--- src/rtl/chunk_upscaler_if.sv ---
// ---------------------------------------------------------------------------
// chunk_upscaler_if -- pixel stream bundle for chunk_upscaler.
//
// Handshake: a beat transfers on a rising clk edge when the producer's
// valid and the consumer's ready are both high. A producer never retracts
// a raised valid, and keeps its data/flags stable, until the beat transfers.
//
//   in_data   [PIX_W]  input pixel (R in MSBs, then G, then B)
//   in_valid           input pixel valid
//   in_sof             input pixel is the first of a frame
//   in_ready           upscaler accepts an input pixel
//   out_data  [PIX_W]  output pixel
//   out_valid          output pixel valid
//   out_ready          downstream accepts an output pixel
//   out_sof            first output pixel of a frame
//   out_eol            last output pixel of an output row
//
// Modports: master = stream source/sink side (testbench / neighbours),
//           slave  = the upscaler itself.
// ---------------------------------------------------------------------------
interface chunk_upscaler_if #(
  parameter int PIX_W = 24
);
  logic [PIX_W-1:0] in_data;
  logic             in_valid;
  logic             in_sof;
  logic             in_ready;
  logic [PIX_W-1:0] out_data;
  logic             out_valid;
  logic             out_ready;
  logic             out_sof;
  logic             out_eol;

  modport master (
    output in_data, in_valid, in_sof, out_ready,
    input  in_ready, out_data, out_valid, out_sof, out_eol
  );

  modport slave (
    input  in_data, in_valid, in_sof, out_ready,
    output in_ready, out_data, out_valid, out_sof, out_eol
  );
endinterface

--- src/rtl/chunk_upscaler.sv ---
// ---------------------------------------------------------------------------
// chunk_upscaler -- integer line upscaler.
//
// Loads one line of W input pixels into a line buffer (LOAD), then emits
// S rows of W*S pixels (EMIT), each input pixel repeated S times per row.
// W = line_width clamped to [1,MAX_WIDTH], S = scale_sel clamped to
// [1,MAX_SCALE]; both are captured with the first pixel of a line.
//
// Optional feature: define UPSCALE_HBLEND_EN to replace replicas 1..S-1 of
// each pixel with the per-channel floor average of that pixel and its right
// neighbour (the last pixel uses itself as neighbour). Handshake, timing and
// flags are the same in both builds.
//
// Ports:
//   clk         rising-edge clock
//   resetn      synchronous active-low reset
//   line_width  input pixels per line
//   scale_sel   upscale factor
//   bus         stream interface (slave modport), see chunk_upscaler_if
//   resync      one-cycle pulse: in_sof arrived mid-line, line restarted
//   dbg_state   current FSM state (0 = LOAD, 1 = EMIT)
// ---------------------------------------------------------------------------
module chunk_upscaler #(
  parameter int PIX_W     = 24,
  parameter int MAX_WIDTH = 64,
  parameter int MAX_SCALE = 4
) (
  input  logic                           clk,
  input  logic                           resetn,
  input  logic [$clog2(MAX_WIDTH+1)-1:0] line_width,
  input  logic [$clog2(MAX_SCALE+1)-1:0] scale_sel,
  chunk_upscaler_if.slave                bus,
  output logic                           resync,
  output logic                           dbg_state
);

  localparam int WW = $clog2(MAX_WIDTH + 1);
  localparam int SW = $clog2(MAX_SCALE + 1);
  localparam int AW = (MAX_WIDTH > 1) ? $clog2(MAX_WIDTH) : 1;
  localparam int CH = PIX_W / 3;

  typedef enum logic {
    LOAD = 1'b0,
    EMIT = 1'b1
  } state_t;

  state_t          state_q, state_d;
  logic            run_q, run_d;          // low only in the cycle right after reset
  logic [WW-1:0]   wr_idx_q, wr_idx_d;
  logic [WW-1:0]   w_q, w_d;
  logic [SW-1:0]   s_q, s_d;
  logic [SW-1:0]   row_q, row_d;
  logic [WW-1:0]   col_q, col_d;
  logic [SW-1:0]   rep_q, rep_d;
  logic            sof_flag_q, sof_flag_d;
  logic            resync_q, resync_d;

  logic [PIX_W-1:0] line_buf_q [2**AW];
  logic             buf_we;
  logic [AW-1:0]    buf_waddr;
  logic [PIX_W-1:0] buf_wdata;

  logic [WW-1:0]    w_in, w_cur, wr_pos;
  logic [SW-1:0]    s_in, s_cur;
  logic             in_ready_int, emit, in_fire, out_fire, restart, first_pix;
  logic             last_rep, last_col, last_row;
  logic [PIX_W-1:0] pix_cur, pix_emit;

  // Clamp the line parameters into their legal ranges.
  assign w_in = (line_width == '0)            ? WW'(1) :
                (line_width > WW'(MAX_WIDTH)) ? WW'(MAX_WIDTH) : line_width;
  assign s_in = (scale_sel == '0)             ? SW'(1) :
                (scale_sel > SW'(MAX_SCALE))  ? SW'(MAX_SCALE) : scale_sel;

  assign emit         = (state_q == EMIT);
  assign in_ready_int = (state_q == LOAD) && run_q;
  assign in_fire      = bus.in_valid && in_ready_int;
  assign out_fire     = bus.out_ready && emit;

  // A mid-line in_sof restarts the line: that pixel becomes index 0.
  assign restart   = in_fire && bus.in_sof && (wr_idx_q != '0);
  assign first_pix = (wr_idx_q == '0) || restart;
  assign w_cur     = first_pix ? w_in : w_q;
  assign s_cur     = first_pix ? s_in : s_q;
  assign wr_pos    = restart ? '0 : wr_idx_q;

  assign last_rep = (rep_q == s_q - SW'(1));
  assign last_col = (col_q == w_q - WW'(1));
  assign last_row = (row_q == s_q - SW'(1));

  always_comb begin
    state_d    = state_q;
    run_d      = 1'b1;
    wr_idx_d   = wr_idx_q;
    w_d        = w_q;
    s_d        = s_q;
    row_d      = row_q;
    col_d      = col_q;
    rep_d      = rep_q;
    sof_flag_d = sof_flag_q;
    resync_d   = 1'b0;
    buf_we     = 1'b0;
    buf_waddr  = wr_pos[AW-1:0];
    buf_wdata  = bus.in_data;

    if (state_q == LOAD) begin
      if (in_fire) begin
        buf_we   = 1'b1;
        w_d      = w_cur;
        s_d      = s_cur;
        resync_d = restart;
        if (first_pix) begin
          sof_flag_d = bus.in_sof;
        end
        if (wr_pos + WW'(1) == w_cur) begin
          state_d  = EMIT;
          wr_idx_d = '0;
        end else begin
          wr_idx_d = wr_pos + WW'(1);
        end
      end
    end else begin
      // Counters nest as replica -> column -> row; they all wrap to 0
      // together on the final pixel so the next line starts clean.
      if (out_fire) begin
        if (!last_rep) begin
          rep_d = rep_q + SW'(1);
        end else begin
          rep_d = '0;
          if (!last_col) begin
            col_d = col_q + WW'(1);
          end else begin
            col_d = '0;
            if (!last_row) begin
              row_d = row_q + SW'(1);
            end else begin
              row_d   = '0;
              state_d = LOAD;
            end
          end
        end
      end
    end
  end

  always_ff @(posedge clk) begin
    if (!resetn) begin
      state_q    <= LOAD;
      run_q      <= 1'b0;
      wr_idx_q   <= '0;
      w_q        <= '0;
      s_q        <= '0;
      row_q      <= '0;
      col_q      <= '0;
      rep_q      <= '0;
      sof_flag_q <= 1'b0;
      resync_q   <= 1'b0;
    end else begin
      state_q    <= state_d;
      run_q      <= run_d;
      wr_idx_q   <= wr_idx_d;
      w_q        <= w_d;
      s_q        <= s_d;
      row_q      <= row_d;
      col_q      <= col_d;
      rep_q      <= rep_d;
      sof_flag_q <= sof_flag_d;
      resync_q   <= resync_d;
    end
  end

  // Line buffer: contents are don't-care after reset.
  always_ff @(posedge clk) begin
    if (buf_we) begin
      line_buf_q[buf_waddr] <= buf_wdata;
    end
  end

  // Outputs are decoded from registered counters, so they hold by
  // construction while a beat is stalled.
  assign pix_cur = line_buf_q[col_q[AW-1:0]];

`ifdef UPSCALE_HBLEND_EN
  logic [WW-1:0]    col_nxt;
  logic [PIX_W-1:0] pix_nxt;
  logic [PIX_W-1:0] pix_avg;

  assign col_nxt = last_col ? col_q : col_q + WW'(1);
  assign pix_nxt = line_buf_q[col_nxt[AW-1:0]];

  for (genvar c = 0; c < 3; c++) begin : g_avg
    logic [CH:0] sum;
    assign sum = {1'b0, pix_cur[c*CH +: CH]} + {1'b0, pix_nxt[c*CH +: CH]};
    assign pix_avg[c*CH +: CH] = CH'(sum >> 1);
  end

  assign pix_emit = (rep_q == '0) ? pix_cur : pix_avg;
`else
  assign pix_emit = pix_cur;
`endif

  assign bus.in_ready  = in_ready_int;
  assign bus.out_valid = emit;
  assign bus.out_data  = emit ? pix_emit : '0;
  assign bus.out_sof   = emit && sof_flag_q && (row_q == '0) && (col_q == '0) && (rep_q == '0);
  assign bus.out_eol   = emit && last_rep && last_col;
  assign resync        = resync_q;
  assign dbg_state     = (state_q == EMIT);

endmodule

--- src/flat_wrapper.sv ---
// flat-port wrapper written by rule: the top's interface ports become plain ports
module chunk_upscaler_flat 
#(
  parameter int PIX_W     = 24,
  parameter int MAX_WIDTH = 64,
  parameter int MAX_SCALE = 4
)
  (clk, resetn, line_width, scale_sel, resync, dbg_state, bus_in_data, bus_in_valid, bus_in_sof, bus_out_ready, bus_in_ready, bus_out_data, bus_out_valid, bus_out_sof, bus_out_eol);
  chunk_upscaler_if #(.PIX_W(PIX_W)) bus_i ();
  input  logic clk;
  input  logic resetn;
  input  logic [$clog2(MAX_WIDTH+1)-1:0] line_width;
  input  logic [$clog2(MAX_SCALE+1)-1:0] scale_sel;
  output logic resync;
  output logic dbg_state;
  input wire logic [$bits(bus_i.in_data)-1:0] bus_in_data;
  input wire logic [$bits(bus_i.in_valid)-1:0] bus_in_valid;
  input wire logic [$bits(bus_i.in_sof)-1:0] bus_in_sof;
  input wire logic [$bits(bus_i.out_ready)-1:0] bus_out_ready;
  output wire logic [$bits(bus_i.in_ready)-1:0] bus_in_ready;
  output wire logic [$bits(bus_i.out_data)-1:0] bus_out_data;
  output wire logic [$bits(bus_i.out_valid)-1:0] bus_out_valid;
  output wire logic [$bits(bus_i.out_sof)-1:0] bus_out_sof;
  output wire logic [$bits(bus_i.out_eol)-1:0] bus_out_eol;
  assign bus_i.in_data = bus_in_data;
  assign bus_i.in_valid = bus_in_valid;
  assign bus_i.in_sof = bus_in_sof;
  assign bus_i.out_ready = bus_out_ready;
  assign bus_in_ready = bus_i.in_ready;
  assign bus_out_data = bus_i.out_data;
  assign bus_out_valid = bus_i.out_valid;
  assign bus_out_sof = bus_i.out_sof;
  assign bus_out_eol = bus_i.out_eol;
  chunk_upscaler #(.PIX_W(PIX_W), .MAX_WIDTH(MAX_WIDTH), .MAX_SCALE(MAX_SCALE)) u_core (.clk(clk), .resetn(resetn), .line_width(line_width), .scale_sel(scale_sel), .bus(bus_i), .resync(resync), .dbg_state(dbg_state));
endmodule
--- config.mk ---
export PLATFORM = sky130hd
export DESIGN_NAME = chunk_upscaler_flat
export DESIGN_NICKNAME = d
export VERILOG_FILES = /design/src/rtl/chunk_upscaler_if.sv /design/src/rtl/chunk_upscaler.sv /design/src/flat_wrapper.sv
export SDC_FILE = /design/constraint.sdc
export NUM_CORES = 1
export LEC_CHECK = 0
export CORE_MARGIN = 2
export CORE_UTILIZATION = 38
export CTS_BUF_LIST = sky130_fd_sc_hd__clkbuf_16
export DETAILED_ROUTE_END_ITERATION = 16
export GPL_TIMING_DRIVEN = 0
export SLEW_MARGIN = 20
export SYNTH_ARGS = -nofsm -noshare
export SYNTH_HDL_FRONTEND = slang
export SYNTH_SLANG_ARGS = --single-unit
--- constraint.sdc ---
create_clock -name clk -period 10.7 [get_ports clk]
set_input_delay 2.14 -clock clk [delete_from_list [all_inputs] [get_ports clk]]
set_output_delay 2.14 -clock clk [all_outputs]
set_load 0.005 [all_outputs]
==> metrics <==
status=finished clean; Routed WL per cell=around 30 um; Detailed Route WL=154.8 mm; critical setup path kind=reg -> out; cell row count=147; 1st-iter DRT viols=around 3.6k; CP Capture Type=output port; top post-synthesis cells by area=edfxtp_1, mux4_2, dfxtp_1, mux2i_1, nor2_1; CTS tree=done; max_cap viols=0; Critical Path RT=around 8.6 ns; DR vias=between 20k and 30k; first-pass iteration count of the detailed router=6; syn_nets=between 2k and 3k; Clock Sinks=~1.6k; relative slew slack=under 10%; Max Freq=around 130 MHz; layout cell share with drive strength beyond 1=30.83%; clk buf depth=3; overall routing resource usage=a little under a fifth; commonest non-fill, non-tap cells in the layout=edfxtp_1, mux4_2, clkbuf_16; largest net degree at the start of global routing=65; Setup Viol. Count Final=0; Tot Pwr=roughly 12000 uW; vias in the first global route=about 30k; most common cell after layout, fill and taps aside=edfxtp_1; Ys Warns=0; Synth Cell Area=roughly 61000 um2; clock latency on the worst-skew pair=0.77 ns; clock-pin slew on the worst setup and hold paths=around 0.060 ns; Final Cycle Share=between 70% and 80%; r2r startpoint=u_core.bus.out_valid; Initial Util=38.13%; min Tclk post-route=7.835 ns; Max stage delay on crit path=between 0.9 and 1 ns; asr flop ratio synth=0%; leading area contributor after synthesis=edfxtp_1; nets=slightly below 3k; most frequent CP cell=clkbuf_1; Avg Inst Size Synth=approximately 23 um2; CP Cell Sequence=clkbuf_1 > clkbuf_1 > clkbuf_1 > mux4_2 > mux4_2 > mux2i_1 > o22ai_1 > clkdlybuf4s50_1; Die Height=404.7 um; Setup Total Neg Slack=0 ns; Residual DRC=0; Area growth syn-to-layout=17.11%; first-pass GRT wire length=roughly 220 mm; sequential area share after synthesis=about 77%; Post-synth EDFFs=between 1.5k and 2k; H-tree depth=4; pwr/cell area=between 150 and 200 nW/um2; io pins=69; GRT Residual Overflow=0; post-CTS sizing=0; LEAKAGE=0.02132 uW; area of the core=approximately 160000 um2; Critical Path AT=~5.7 ns; full die area=163800 um2; Least-Margin Pin Slew=1.329 ns; Synth top area share=between 70 and 80%; CP max FO=11; post-synthesis cell type count=59; antenna violations before repair=7; hold path start=u_core.s_q[1]; Clock Skew=between 0.015 and 0.02 ns; detailed placer's ending HPWL=around 100 mm; hold_buf cts=0; PortBufs=67; post-CTS setup buffer count=0; Final GP Congestion=between 0.9 and 1; routed vias/inst=roughly 5.7; Post-DRT Antenna Nets=0; startpoint types=flop; Synth Flop Type=edfxtp_1; Post-Route Utilization=between 40% and 50%; number of buffers created by CTS=between 150 and 200; Synth Register Bits=approximately 1.6k; hold crit path type=reg -> reg; slowest cell on the critical path=clkbuf_1; RSZ-0062 raised after global routing=no; chip width=around 400 um; peak supply drop=about 0.17 mV; Hold Vio Cnt, Final=0; synthesized netlist cell count=2603; Root Buffer=clkbuf_16; Slew Viols, Final=0
[final cells by class]
class,instances,area (um2)
Fill cell,13189,88560
Clock inverter,116,684.4
Inverter,12,45.04
Buffer,139,658.1
Antenna cell,3,7.507
Clock buffer,161,4029
Multi-Input combinational cell,876,13900
Sequential cell,1576,46930
Timing Repair Buffer,153,2590
Tap cell,2086,2610
[critical path, delay by kind of cell (launching register included)]
kind	cells	cell delay, ns
DFF	1	0.30
muxes	3	1.76
buffers and inverters	4	2.35
AOI/OAI and AO/OA	1	0.51
[flip-flops by register name, summed over array words and instances (netlist names), 3 cells and up, named ones only]
| register | count |
|---|---|
| u_core.rep_q | 3 |
| u_core.s_q | 3 |
| u_core.col_q | 7 |
| u_core.w_q | 7 |
| u_core.row_q | 3 |
| u_core.wr_idx_q | 7 |
| u_core.line_buf_q | 1536 |
[power breakdown]
part	switching (uW)	total, uW	internal, uW
logic	153	205	51.8
registers	4.74	6780	6780
clock network	2240	5100	2850
total	2400	12100	9680
[logic make-up after synthesis]
| group | Yosys count | synth area share, % |
|---|---|---|
| buf+inv | 151 | 1.136 |
| fa+ha+maj | 9 | 0.1846 |
| simple gates | 219 | 1.784 |
| xor+xnor | 31 | 0.5147 |
| flops | 1576 | 76.91 |
| compound gates | 84 | 0.8818 |
| mux | 533 | 18.59 |
[metal layers]
metal | GRT usage, % | up-vias | routed length, um
li1 | - | 11839 | -
met1 | 25.38 | 15866 | 62200
met2 | 30.77 | 1262 | 76030
met3 | 5.155 | 205 | 13020
met4 | 4.975 | 4 | 3243
met5 | 0 | - | 266
[synth_stat cells, drive strengths merged, types with 2 or more instances]
library cell and count:
xnor3 2, nor4b 2, clkbuf 72, nand2b 4
dfxtp 40, nor2b 10, and3 4, o211ai 4
nor3b 4, and2 4, nor3 28, nor2 96
a32oi 3, nand2 24, o21ai 15, nand3 18
nand4 9, o22ai 24, or3 5, xor2 11
xnor2 17, a21oi 22, nor4 4, o31ai 4
a22oi 3, mux2i 53, buf 67, edfxtp 1536
inv 11, ha 9, mux4 480
[through the flow]
step                worst slack (ns)  cell area (um2)  hold WS, ns  std cells
CTS                            3.053            71410       0.5101       5119
global placement               3.487            64290       0.5008       4756
floorplan                      5.815            61010       0.4538       2603
finish                         2.865            71450       0.5023       5122
detailed placement             3.906            66700       0.4954       4842
global route                   2.901            71440       0.5426       5119
[worst paths after layout]
path                                     to  slack [ns]  cells past startpoint
hold / removal                u_core.s_q[1]        0.50                      2
setup reg to reg  u_core.line_buf_q[20][18]        7.09                      7
hold reg to reg               u_core.s_q[1]        0.50                      2
setup / recovery           bus_out_data[17]        2.86                      8
No activity file was read; power rests on OpenSTA's default activity.
